[src/rtl/adder_pkg.sv]
// Shared width limits and slice sizing for pipelined_adder.
// Latency: n/a (package only).
// Backpressure: n/a (package only).
package adder_pkg;

    localparam int ADDER_MIN_WIDTH = 4;
    localparam int ADDER_MAX_WIDTH = 64;

    // Bits handled per pipeline stage; callers keep width divisible by stages.
    function automatic int slice_width(input int width, input int stages);
        return width / stages;
    endfunction

endpackage

[src/rtl/add_slice.sv]
// One SLICE-bit ripple add with carry in/out; purely combinational.
// Latency: 0 cycles.
// Backpressure: none; the enclosing stage register decides when to capture.
module add_slice #(
    parameter int SLICE = 4
) (
    input  logic [SLICE-1:0] a,
    input  logic [SLICE-1:0] b,
    input  logic             c_in,
    output logic [SLICE-1:0] sum,
    output logic             c_out
);

    assign {c_out, sum} = {1'b0, a} + {1'b0, b} + {{SLICE{1'b0}}, c_in};

endmodule

[src/rtl/pipelined_adder.sv]
// Carry-registered pipelined adder, STAGES slices; ovf output under PIPELINED_ADDER_OVF_EN.
// Latency: STAGES cycles from acceptance to out_valid.
// Backpressure: whole pipe advances when out_ready | ~out_valid, otherwise holds; in_ready mirrors that.
module pipelined_adder
    import adder_pkg::*;
#(
    parameter int WIDTH  = 16,
    parameter int STAGES = 4
) (
    input  logic             clk,
    input  logic             rst_n,
    input  logic             in_valid,
    output logic             in_ready,
    input  logic [WIDTH-1:0] a,
    input  logic [WIDTH-1:0] b,
    input  logic             c_in,
    output logic             out_valid,
    input  logic             out_ready,
    output logic [WIDTH-1:0] sum,
    output logic             c_out
`ifdef PIPELINED_ADDER_OVF_EN
    ,
    output logic             ovf
`endif
);

    localparam int SLICE = slice_width(WIDTH, STAGES);

    logic advance;

    assign advance  = out_ready | ~out_valid;
    assign in_ready = advance;

    // Stage k owns finished sum bits [0 +: (k+1)*SLICE] and the operand bits not yet added.
    for (genvar k = 0; k < STAGES; k++) begin : g_stage
        localparam int SW = (k + 1) * SLICE;
        localparam int RW = WIDTH - SW;

        logic             vld_q, vld_d;
        logic             cy_q, cy_d;
        logic [SW-1:0]    sum_q, sum_d;
        logic             prev_vld;
        logic             cin;
        logic             cout;
        logic [SLICE-1:0] op_a, op_b, slice_sum;
        logic [SW-1:0]    sum_in;

        if (k == 0) begin : g_src
            assign prev_vld = in_valid;
            assign op_a     = a[SLICE-1:0];
            assign op_b     = b[SLICE-1:0];
            assign cin      = c_in;
            assign sum_in   = slice_sum;
        end else begin : g_src
            assign prev_vld = g_stage[k-1].vld_q;
            assign op_a     = g_stage[k-1].g_rem.ra_q[SLICE-1:0];
            assign op_b     = g_stage[k-1].g_rem.rb_q[SLICE-1:0];
            assign cin      = g_stage[k-1].cy_q;
            assign sum_in   = {slice_sum, g_stage[k-1].sum_q};
        end

        add_slice #(.SLICE(SLICE)) u_slice (
            .a     (op_a),
            .b     (op_b),
            .c_in  (cin),
            .sum   (slice_sum),
            .c_out (cout)
        );

        always_comb begin
            vld_d = vld_q;
            cy_d  = cy_q;
            sum_d = sum_q;
            if (advance) begin
                vld_d = prev_vld;
                cy_d  = cout;
                sum_d = sum_in;
            end
        end

        always_ff @(posedge clk or negedge rst_n) begin
            if (!rst_n) begin
                vld_q <= 1'b0;
                cy_q  <= 1'b0;
                sum_q <= '0;
            end else begin
                vld_q <= vld_d;
                cy_q  <= cy_d;
                sum_q <= sum_d;
            end
        end

        if (RW > 0) begin : g_rem
            logic [RW-1:0] ra_q, ra_d, rb_q, rb_d;
            logic [RW-1:0] ra_in, rb_in;

            if (k == 0) begin : g_first
                assign ra_in = a[WIDTH-1:SLICE];
                assign rb_in = b[WIDTH-1:SLICE];
            end else begin : g_next
                assign ra_in = g_stage[k-1].g_rem.ra_q[RW+SLICE-1:SLICE];
                assign rb_in = g_stage[k-1].g_rem.rb_q[RW+SLICE-1:SLICE];
            end

            always_comb begin
                ra_d = ra_q;
                rb_d = rb_q;
                if (advance) begin
                    ra_d = ra_in;
                    rb_d = rb_in;
                end
            end

            always_ff @(posedge clk or negedge rst_n) begin
                if (!rst_n) begin
                    ra_q <= '0;
                    rb_q <= '0;
                end else begin
                    ra_q <= ra_d;
                    rb_q <= rb_d;
                end
            end
        end
    end

    assign out_valid = g_stage[STAGES-1].vld_q;
    assign sum       = g_stage[STAGES-1].sum_q;
    assign c_out     = g_stage[STAGES-1].cy_q;

`ifdef PIPELINED_ADDER_OVF_EN
    logic ovf_q, ovf_d;
    logic top_a_msb, top_b_msb, top_s_msb;

    // Sign bits are taken where the top slice is added, so ovf lands with sum.
    assign top_a_msb = g_stage[STAGES-1].op_a[SLICE-1];
    assign top_b_msb = g_stage[STAGES-1].op_b[SLICE-1];
    assign top_s_msb = g_stage[STAGES-1].slice_sum[SLICE-1];

    always_comb begin
        ovf_d = ovf_q;
        if (advance) begin
            ovf_d = (top_a_msb == top_b_msb) & (top_s_msb != top_a_msb);
        end
    end

    always_ff @(posedge clk or negedge rst_n) begin
        if (!rst_n) begin
            ovf_q <= 1'b0;
        end else begin
            ovf_q <= ovf_d;
        end
    end

    assign ovf = ovf_q;
`endif

endmodule
[config.mk]
export PLATFORM = sky130hd
export DESIGN_NAME = pipelined_adder
export DESIGN_NICKNAME = d
export VERILOG_FILES = /design/src/rtl/adder_pkg.sv /design/src/rtl/add_slice.sv /design/src/rtl/pipelined_adder.sv
export SDC_FILE = /design/constraint.sdc
export NUM_CORES = 1
export LEC_CHECK = 0
export ABC_CLOCK_PERIOD_IN_PS = 1700
export BUFFER_PORTS_ARGS = -buffer_cell sky130_fd_sc_hd__buf_2
export CAP_MARGIN = 20
export CELL_PAD_IN_SITES_DETAIL_PLACEMENT = 0
export CELL_PAD_IN_SITES_GLOBAL_PLACEMENT = 1
export CORE_ASPECT_RATIO = 0.9
export CORE_MARGIN = 1.5
export CORE_UTILIZATION = 43
export DETAILED_ROUTE_END_ITERATION = 12
export PLACE_DENSITY = 0.83
export SYNTH_ARGS = -nofsm -noshare
export SYNTH_HDL_FRONTEND = slang
export SYNTH_HIERARCHICAL = 1
export SYNTH_SLANG_ARGS = --single-unit
[constraint.sdc]
create_clock -name clk -period 1.7 [get_ports clk]
set_input_delay 0.255 -clock clk [delete_from_list [all_inputs] [get_ports clk]]
set_output_delay 0.255 -clock clk [all_outputs]
set_load 0.1 [all_outputs]
==> results of run 1 <==
[flip-flops by register name, indices dropped and copies added (netlist names)]
signal              flops
out_valid               1
g_stage.sum_q          24
g_stage.cy_q            3
g_stage.g_rem.rb_q     24
g_stage.g_rem.ra_q     24
sum                    16
g_stage.vld_q           3
c_out                   1
[final timing paths]
check / cells after the start / startpoint / end
max in group asynchronous: 3 / rst_n / g_stage[1].g_rem.rb_q[3]$_DFFE_PN0P_
hold reg to reg: 1 / g_stage[2].vld_q$_DFFE_PN0P_ / out_valid$_DFFE_PN0P_
min in group asynchronous: 2 / rst_n / g_stage[0].vld_q$_DFFE_PN0P_
setup / recovery: 7 / g_stage[1].cy_q$_DFFE_PN0P_ / g_stage[2].cy_q$_DFFE_PN0P_
hold / removal: 2 / in_valid / g_stage[0].vld_q$_DFFE_PN0P_
setup reg to reg: 7 / g_stage[1].cy_q$_DFFE_PN0P_ / g_stage[2].cy_q$_DFFE_PN0P_
[report_power, final]
part / internal, uW / leakage (uW) / switching (uW)
clock network: 869 / 0.000110 / 739
registers: 3290 / 0.00112 / 556
logic: 2230 / 0.00117 / 2950
total: 6400 / 0.00240 / 4250
[worst max-delay path: cells and delay by family, from the launching register on]
kind | cells | cell delay (ns)
AND/OR/NAND/NOR | 2 | 0.11
adder cells (fa/ha/maj) | 2 | 0.61
buffers and inverters | 1 | 0.07
AO/OA/AOI/OAI | 1 | 0.11
multiplexers | 1 | 0.25
flip-flops | 1 | 0.41
[timing repair]
item / CTS / global route
hold buffers: 1 / 0
pin swaps: 0 / 1
buffers inserted: 4 / 2
hold endpoints to repair: 21 / 0
endpoints found under the setup margin: 4 / 4
gates resized for setup: 5 / 8
[placed cells by master, fill, tap and decap left out, types with 7 or more instances in the layout]
cell,Yosys,routed
buf_4,0,10
buf_2,6,53
mux2_2,67,66
clkbuf_8,0,10
buf_12,0,7
xnor2_1,8,8
ha_1,12,12
mux2_4,28,29
dfrtp_1,96,95
inv_1,16,13
[metal layers]
metal	global-route usage [%]	up-vias	routed length, um
met5	0	-	0
met4	4.15	0	83
met3	4.36	10	331
met2	20.9	51	2830
met1	19.2	1110	3020
li1	-	1054	-
[logic make-up (layout without fill, tap and decap cells)]
group                      Yosys count  after routing
xor gates and xnor gates             8              8
adders and majority gates           20             20
AOI/OAI and AO/OA                   12             12
and+or+nand+nor                     10             10
muxes                               95             95
buffers and inverters               27            103
DFF                                 96             96
[final cells by class]
cell class,instances,area [um^2]
clock inverter,5,81.3
tap,126,158
timing repair buffer,71,490
fill,791,4590
clock buffer,11,141
sequential,96,2410
inverter,16,60.1
multi-input combinational,145,1730
[per-stage QoR]
| stage | total power [uW] | area, um^2 |
|---|---|---|
| 2_1_floorplan | 8010 | 4260 |
| 3_3_place_gp | 8860 | 4770 |
| 3_5_place_dp | 8980 | 4770 |
| 4_1_cts | 10700 | 5040 |
| 5_1_grt | 11400 | 5070 |
| 6_report | 10600 | 5070 |
==> flow_summary_export.csv, run 1 <==
group,metric,value,unit
status,outcome,"complete, no violations",
yosys,synth_top_family_by_area,"multiplexers",
grt,grt_pass1_vias,2388,
floorplan,core,9660,um^2
yosys,synthAdderAreaFrac,7.29,%
yosys,async_flop_share,100,%
sta,fin_ws,0.0391,ns
floorplan,die_h,97.4,um
clock_network,clk_pin_slew_worst_paths,0.09,ns
clock_network,cts.sinks,96,
floorplan,die_area,10500,um^2
cells_and_area,utilization,52.5,%
routing,dr_total_vias,2225,
routing,dr.pass1.iters,4,
yosys,ys.flop_type,"dfrtp_1",
routing,drc,0,
yosys,synth.avg_cell_area,15.9,um^2
placed_design,gp_congestion,0.707,
cells_and_area,area_growth,18.9,%
worst_setup_path,r2r_slack,0.04,ns
cells_and_area,instances_no_fill,470,
yosys,netlist_area,4260,um^2
grt,grt_pass1_wl,11.5,mm
worst_setup_path,required,1.94,ns
job,max-cap-violations,0,
yosys,synth_commonest_cells,"dfrtp_1 (96), mux2_2 (67), mux2_4 (28)",
sta,finClkSkew,0.0104,ns
clock_network,cts_max_level,3,
worst_setup_path,critPathKind,"flop to flop",
grt,antenna_found_initial,0,
routing,vias_per_cell,4.73,
routing,wl_per_cell,13.3,um
power_and_ir_drop,vdd.ir_drop.worst,1400,uV
placed_design,dp_cells,447,
yosys,synth_top_area_share,56.4,%
sta,hold_viol_final,0,
yosys,synth_edf_count,0,
sta,min_period_over_period,97.7,%
worst_setup_path,path_cells,"fa_2 -> inv_2 -> fa_2 -> nor2b_1 -> o21ai_1 -> nand2b_1 -> mux2_2",
placed_design,dp_hpwl,4.43,mm
yosys,yosysWarningCount,6,
sta,finalCriticalPeriod,1.66,ns
yosys,postSynthCellCount,268,
sta,slew_violations,0,
floorplan,io_pins,56,
worst_setup_path,slowest_delay,0.41,ns
clock_network,clockRootBuffer,"clkbuf_8",
cells_and_area,fin_nets,396,
placed_design,portBuffers,55,
sta,setup_viol,0,
grt,grt_usage,13.8,%
yosys,synthSimpleGateAreaFrac,1.65,%
yosys,ys_ff_latch,96,
clock_network,cts_made_buffers,9,
clock_network,cts_tree,"done",
grt,grt_start_max_net_pins,42,
floorplan,rows,34,
grt,overflow,0,
cells_and_area,layout-drive-gt1-share,56.7,%
clock_network,clkLatencyLatePin,0.35,ns
floorplan,start_util,44.1,%
yosys,synth_cell_type_count,15,
worst_setup_path,cpMostUsedCell,"fa_2",
routing,routed_wl,6.26,mm
routing,drt_iter0_markers,67,
sta,fmax,602,MHz
yosys,seq_area_frac_synth,56.4,%
sta,tightestPinTransition,0.497,ns
yosys,synthMuxAreaShare,27.6,%
worst_setup_path,arrival,1.90,ns
sta,hold-worst-slack,0.128,ns
hold_path,min_path_type,"input pin to flop",
power_and_ir_drop,total_leakage_power,0.00240,uW
worst_setup_path,start_kind,"flop",
power_and_ir_drop,powerDensity,2100,nW/um^2
worst_setup_path,path_max_fanout,2,
routing,drtAntennaViolNets,0,
floorplan,die_width,108,um
cells_and_area,diodes,0,
sta,slew_headroom,67.1,%
yosys,synth_area_leaders,"dfrtp_1 (56%), mux2_2 (18%), mux2_4 (9.9%), fa_1 (3.8%), ha_1 (3.5%)",
clock_network,clk_path_buf_depth,2,
yosys,synth_xor_area_share,1.65,%
yosys,netlist.top_cell.by_area,"dfrtp_1",
placed_design,dp_slack,-0.0701,ns
yosys,synth_nets,325,
yosys,synth_compound_area_share,2.00,%
sta,rsz0062_at_grt,"true",
sta,tns,0,ns
worst_setup_path,cp_slowest_cell,"dfrtp_1",
worst_setup_path,critPathCaptureType,"flop",
yosys,yosysMostFrequentCell,"dfrtp_1",
Power figures use the tool's default switching activity.
==> run 2, diff against run 1 <==
--- a/config.mk
+++ b/config.mk
@@ -10,7 +10,7 @@
 export CAP_MARGIN = 20
 export CELL_PAD_IN_SITES_DETAIL_PLACEMENT = 0
 export CELL_PAD_IN_SITES_GLOBAL_PLACEMENT = 1
-export CORE_ASPECT_RATIO = 0.9
+export CORE_ASPECT_RATIO = 1.25
 export CORE_MARGIN = 1.5
 export CORE_UTILIZATION = 43
 export DETAILED_ROUTE_END_ITERATION = 12
==> run 2 against run 1 <==
The flow now finishes with violations (negative setup slack). Sequential power about the same. Combinational power increased by 1%. Register-to-register slack got worse by 0.05 ns. Critical path depth unchanged. Maximum frequency decreased by 2.9%. Wire length increased by 1.8%. First-iteration DRC count increased by 75%. Sequential share of layout area decreased by 1.0 points. Via count increased by 2.0%. Largest cell class unchanged.
==> flow_summary_export.csv, run 2 (synthesis results as in run 1) <==
group,metric,value,unit
cells_and_area,layout_common_cells,"dfrtp_1 (95), mux2_2 (66), buf_2 (53), mux2_4 (29), inv_1 (14)",
clock_network,cts_made_buffers,9,
worst_setup_path,r2r_slack,-0.01,ns
sta,hold-worst-slack,0.148,ns
cells_and_area,layout-drive-gt1-share,56.3,%
clock_network,clk_pin_slew_worst_paths,0.06,ns
power_and_ir_drop,p_int,7020,uW
sta,tightestPinTransition,0.516,ns
sta,fin_ws,-0.0102,ns
cells_and_area,mostFrequentLayoutCell,"dfrtp_1",
hold_path,min_path_type,"input pin to flop",
worst_setup_path,cpMostUsedCell,"fa_2",
routing,drc,0,
worst_setup_path,cp_num_buf_inv,1,
floorplan,die_width,92.0,um
clock_network,clkLatencyLatePin,0.33,ns
clock_network,cts.sinks,96,
worst_setup_path,critPathKind,"flop to flop",
power_and_ir_drop,p_comb_share,46.2,%
power_and_ir_drop,vdd.ir_drop.worst,1030,uV
clock_network,cts_tree,"done",
cells_and_area,fillCellCount,803,
grt,overflow,0,
placed_design,portBuffers,55,
power_and_ir_drop,total_leakage_power,0.00246,uW
job,max-cap-violations,0,
worst_setup_path,r2r-end,"g_stage[2].cy_q$_DFFE_PN0P_",
worst_setup_path,arrival,1.93,ns
worst_setup_path,slowest_delay,0.42,ns
grt,grt_pass1_wl,11.4,mm
cells_and_area,top_regs,"g_stage.g_rem.ra_q x24, g_stage.g_rem.rb_q x24, g_stage.sum_q x24",
clock_network,cts_max_level,3,
worst_setup_path,cp_num_cells,7,
placed_design,dp_cells,446,
sta,rsz0062_at_grt,"true",
worst_setup_path,path_max_fanout,2,
floorplan,rows,40,
status,violations,"negative setup slack",
power_and_ir_drop,seqPwrFrac,34.1,%
worst_setup_path,path_cells,"fa_2 -> inv_2 -> fa_2 -> nor2b_1 -> o21ai_1 -> nand2b_1 -> mux2_4",
power_and_ir_drop,powerDensity,2180,nW/um^2
worst_setup_path,required,1.92,ns
grt,antenna_found_initial,0,
worst_setup_path,start_kind,"flop",
grt,grt_usage,14.0,%
routing,vias_per_cell,4.84,
sta,min_period_over_period,101,%
floorplan,die_h,114,um
routing,drtAntennaViolNets,0,
worst_setup_path,r2r_start,"g_stage[1].g_rem.ra_q[0]$_DFFE_PN0P_",
cells_and_area,instances_no_fill,469,
worst_setup_path,rr_worst_depth,7,
grt,grt_start_max_net_pins,97,
placed_design,dp_hpwl,4.31,mm
sta,finClkSkew,0.00843,ns
sta,setup_viol,2,
power_and_ir_drop,p_switching,4300,uW
cells_and_area,fin_nets,395,
worst_setup_path,crit_path_start,"g_stage[1].g_rem.ra_q[0]$_DFFE_PN0P_",
floorplan,die_area,10500,um^2
sta,slew_violations,0,
status,outcome,"finished, violations left",
clock_network,clk_path_buf_depth,2,
floorplan,io_pins,56,
routing,dr.pass1.iters,3,
power_and_ir_drop,clockPowerShare,19.7,%
sta,fmax,585,MHz
cells_and_area,area_growth,21.6,%
clock_network,clockRootBuffer,"clkbuf_16",
sta,tns,-0.0141,ns
power_and_ir_drop,p_sw_share,38.0,%
worst_setup_path,critPathCaptureType,"flop",
routing,wl_per_cell,13.6,um
placed_design,gp_congestion,0.708,
routing,dr_total_vias,2269,
floorplan,core,9610,um^2
cells_and_area,diodes,0,
routing,drt_iter0_markers,117,
floorplan,start_util,44.3,%
worst_setup_path,crit_path_end,"g_stage[2].cy_q$_DFFE_PN0P_",
routing,routed_wl,6.38,mm
sta,hold_viol_final,0,
worst_setup_path,cp_slowest_cell,"fa_2",
sta,finalCriticalPeriod,1.71,ns
grt,grt_pass1_vias,2403,
worst_setup_path,critPathTopFamily,"adder cells",
sta,slew_headroom,65.6,%
[run 2: worst min-delay path by stage]
stage                     slack (ns)                                   end  depth (start not counted)  start
after floorplan                -0.04                     c_out$_DFFE_PN0P_                          0  rst_n
after CTS                       0.13  g_stage[0].g_rem.rb_q[2]$_DFFE_PN0P_                          2   b[6]
final                           0.15  g_stage[0].g_rem.rb_q[2]$_DFFE_PN0P_                          2   b[6]
after global routing            0.13  g_stage[0].g_rem.rb_q[1]$_DFFE_PN0P_                          2   b[5]
after global placement          0.34  g_stage[0].g_rem.ra_q[2]$_DFFE_PN0P_                          2  rst_n
after detailed placement        0.36  g_stage[0].g_rem.ra_q[2]$_DFFE_PN0P_                          2  rst_n
[run 2: layout make-up]
| class | instances | area [um^2] | share of cell area [%] |
|---|---|---|---|
| Clock inverter | 2 | 60.1 | 1.16 |
| Clock buffer | 14 | 284 | 5.48 |
| Sequential cell | 96 | 2410 | 46.4 |
| Inverter | 16 | 60.1 | 1.16 |
| Timing Repair Buffer | 70 | 483 | 9.32 |
| Multi-Input combinational cell | 145 | 1730 | 33.4 |
| Tap cell | 126 | 158 | 3.04 |
[run 2: power by group through the flow]
stage	Combinational, uW	Clock (uW)	Sequential (uW)
after global placement	4970	0	3870
after CTS	5230	2300	3870
after floorplan	2670	0	5340
final	5230	2230	3860
after detailed placement	5100	0	3900
after global routing	5650	2410	3990
[run 2: per-stage QoR]
stage / setup WS (ns) / utilization (%) / instance area, um^2 / total power (uW)
2_1_floorplan: 0.00759 / - / 4260 / 8010
5_1_grt: -0.0870 / 53.9 / 5180 / 12100
4_1_cts: -0.00861 / 53.7 / 5160 / 11400
3_3_place_gp: -0.00736 / 49.3 / 4740 / 8840
6_report: -0.0102 / 53.9 / 5180 / 11300
3_5_place_dp: -0.0940 / 49.3 / 4740 / 9000
[run 2: layer usage]
metal	track usage (%)	up-vias	share of wire [%]
met5	0	-	0
met4	6.77	0	2.1
met3	3.52	10	3.9
met2	22.3	40	51
met1	18.0	1160	43
li1	-	1059	-
[run 2: timing repair]
action	in CTS	in global routing
setup buffers	3	2
setup endpoints to repair	5	5
endpoints found under the hold margin	42	0
gates resized for setup	7	5
gates cloned	1	0
hold buffers	1	0
pin swaps	0	3
==> run 3, diff against run 2 <==
--- a/config.mk
+++ b/config.mk
@@ -8,11 +8,11 @@
 export ABC_CLOCK_PERIOD_IN_PS = 1700
 export BUFFER_PORTS_ARGS = -buffer_cell sky130_fd_sc_hd__buf_2
 export CAP_MARGIN = 20
-export CELL_PAD_IN_SITES_DETAIL_PLACEMENT = 0
-export CELL_PAD_IN_SITES_GLOBAL_PLACEMENT = 1
+export CELL_PAD_IN_SITES_DETAIL_PLACEMENT = 1
+export CELL_PAD_IN_SITES_GLOBAL_PLACEMENT = 2
 export CORE_ASPECT_RATIO = 1.25
 export CORE_MARGIN = 1.5
-export CORE_UTILIZATION = 43
+export CORE_UTILIZATION = 37
 export DETAILED_ROUTE_END_ITERATION = 12
 export PLACE_DENSITY = 0.83
 export SYNTH_ARGS = -nofsm -noshare
==> run 3 against run 2 <==
The run ends with design-rule violations left. Critical path depth down 1. Setup slack gained 0.014 ns. Sequential power about the same. Sequential share of layout area grew 0.079 points. Maximum frequency is 0.81% higher. Clock power decreased by 4%. Clock skew rose by 0.00052 ns. Design area down 0.17%.
==> flow_summary_export.csv, run 3 (synthesis results as in run 1) <==
group,metric,value,unit
status,outcome,"finished, violations left",
status,violations,"design-rule violations",
grt,overflow,0,
floorplan,core,11100,um^2
cells_and_area,mostFrequentLayoutCell,"dfrtp_1",
floorplan,io_pins,56,
grt,grt_usage,12.9,%
routing,drt_iter0_markers,90,
worst_setup_path,start_kind,"flop",
grt,grt_start_max_net_pins,97,
worst_setup_path,arrival,1.92,ns
power_and_ir_drop,p_int,6890,uW
grt,grt_pass1_vias,2453,
clock_network,cts_made_buffers,9,
clock_network,clkLatencyLatePin,0.34,ns
routing,drtAntennaViolNets,0,
sta,tightestPinTransition,0.522,ns
cells_and_area,post-route-cell-area,5170,um^2
power_and_ir_drop,vdd.ir_drop.worst,1100,uV
clock_network,cts.sinks,96,
worst_setup_path,critPathCaptureType,"flop",
worst_setup_path,required,1.92,ns
cells_and_area,multiInputGateArea,1750,um^2
cells_and_area,area_growth,21.4,%
sta,min_period_over_period,99.8,%
floorplan,die_area,12200,um^2
placed_design,portBuffers,55,
floorplan,rows,43,
sta,rsz0062_at_grt,"true",
floorplan,die_width,99.0,um
sta,finalCriticalPeriod,1.70,ns
cells_and_area,seqCellArea,2410,um^2
sta,slew_violations,0,
sta,hold-worst-slack,0.143,ns
power_and_ir_drop,total_leakage_power,0.00244,uW
sta,slew_headroom,65.2,%
routing,wl_per_cell,14.9,um
grt,grt_pass1_wl,12.0,mm
sta,hold_viol_final,0,
clock_network,cts_max_level,3,
worst_setup_path,path_max_fanout,2,
routing,dr_total_vias,2266,
clock_network,clk_pin_slew_worst_paths,0.07,ns
power_and_ir_drop,seqPwrFrac,34.0,%
power_and_ir_drop,clockPowerShare,18.9,%
clock_network,cts_tree,"done",
cells_and_area,utilization,46.4,%
power_and_ir_drop,fin_total_pwr,11300,uW
sta,setup_viol,0,
power_and_ir_drop,p_sw_share,39.3,%
worst_setup_path,critPathKind,"flop to flop",
cells_and_area,top_regs,"g_stage.g_rem.ra_q x24, g_stage.g_rem.rb_q x24, g_stage.sum_q x24",
routing,dr.pass1.iters,7,
cells_and_area,fillCellCount,1111,
floorplan,die_h,123,um
grt,antenna_found_initial,1,
clock_network,clk_path_buf_depth,2,
sta,fmax,589,MHz
placed_design,dp_hpwl,4.78,mm
cells_and_area,diodes,0,
cells_and_area,layout_common_cells,"dfrtp_1 (95), mux2_2 (63), buf_2 (53), mux2_4 (32), inv_1 (13)",
sta,finClkSkew,0.00895,ns
clock_network,clockRootBuffer,"clkbuf_16",
power_and_ir_drop,powerDensity,2190,nW/um^2
placed_design,placed_cell_area,4750,um^2
cells_and_area,layout-drive-gt1-share,57.0,%
routing,vias_per_cell,4.75,
power_and_ir_drop,p_switching,4460,uW
hold_path,min_path_type,"input pin to flop",
cells_and_area,fin_nets,394,
routing,routed_wl,7.13,mm
job,max-cap-violations,0,
power_and_ir_drop,p_comb_share,47.1,%
floorplan,start_util,38.2,%
routing,drc,1,
placed_design,gp_congestion,0.726,
-- run 3: cell count changes in the layout (fill, tap and decap cells not counted), moves of 2 or more --
cell        delta
clkbuf_8       -4
clkinvlp_4     +3
mux2_2         -3
mux2_4         +3
buf_4          -2
-- run 3: power groups by stage --
stage                     combinational, uW  sequential (uW)  clock [uW]
after global placement                 4980             3870           0
after floorplan                        2670             5340           0
final                                  5340             3850        2150
after CTS                              5290             3880        2210
after global routing                   5740             4010        2310
after detailed placement               5140             3910           0
-- run 3: critical path, cell delays in order, from the launching register on --
cell     delay (ns)
dfrtp_1        0.40
fa_2           0.42
buf_6          0.12
a21o_1         0.15
a21oi_2        0.14
xnor2_1        0.08
mux2_4         0.26
-- run 3: worst paths after layout --
path,start,to,cells after the start,slack [ns]
max,g_stage[0].g_rem.ra_q[0]$_DFFE_PN0P_,g_stage[1].sum_q[7]$_DFFE_PN0P_,6,0.004
min,b[14],g_stage[0].g_rem.rb_q[10]$_DFFE_PN0P_,2,0.14
max reg2reg,g_stage[0].g_rem.ra_q[0]$_DFFE_PN0P_,g_stage[1].sum_q[7]$_DFFE_PN0P_,6,0.004
min reg2reg,g_stage[2].vld_q$_DFFE_PN0P_,out_valid$_DFFE_PN0P_,1,0.47
max in group asynchronous,rst_n,out_valid$_DFFE_PN0P_,3,0.75
min in group asynchronous,rst_n,sum[15]$_DFFE_PN0P_,3,0.49
-- run 3: through the flow --
step,setup TNS (ns),setup slack (ns),std cells
global route,-0.227,-0.0620,477
floorplan,0,0.00759,268
global placement,-0.117,-0.0538,454
finish,0,0.00362,477
detailed placement,-0.384,-0.110,454
CTS,-0.00571,-0.00571,476
-- run 3: area by class of cell --
cell class	instances	share of cell area (%)
sequential	96	46.5
tap	135	3.27
timing repair buffer	69	9.02
inverter	16	1.16
multi-input combinational	145	33.8
clock inverter	7	1.86
clock buffer	9	4.36
-- run 3: metal layers --
layer  global-route usage [%]  wire length, um
met1                     15.8             3090
met2                     20.9             3580
met3                     4.07              314
met4                     5.89              134
met5                        0                0
-- run 3: repair_timing --
item                       4_1_cts  5_1_grt
hold endpoints to repair        64        0
gates resized for setup         11        7
hold buffers                     1        0
setup endpoints to repair        5        6
pin swaps                        8        7
setup buffers                    5        1
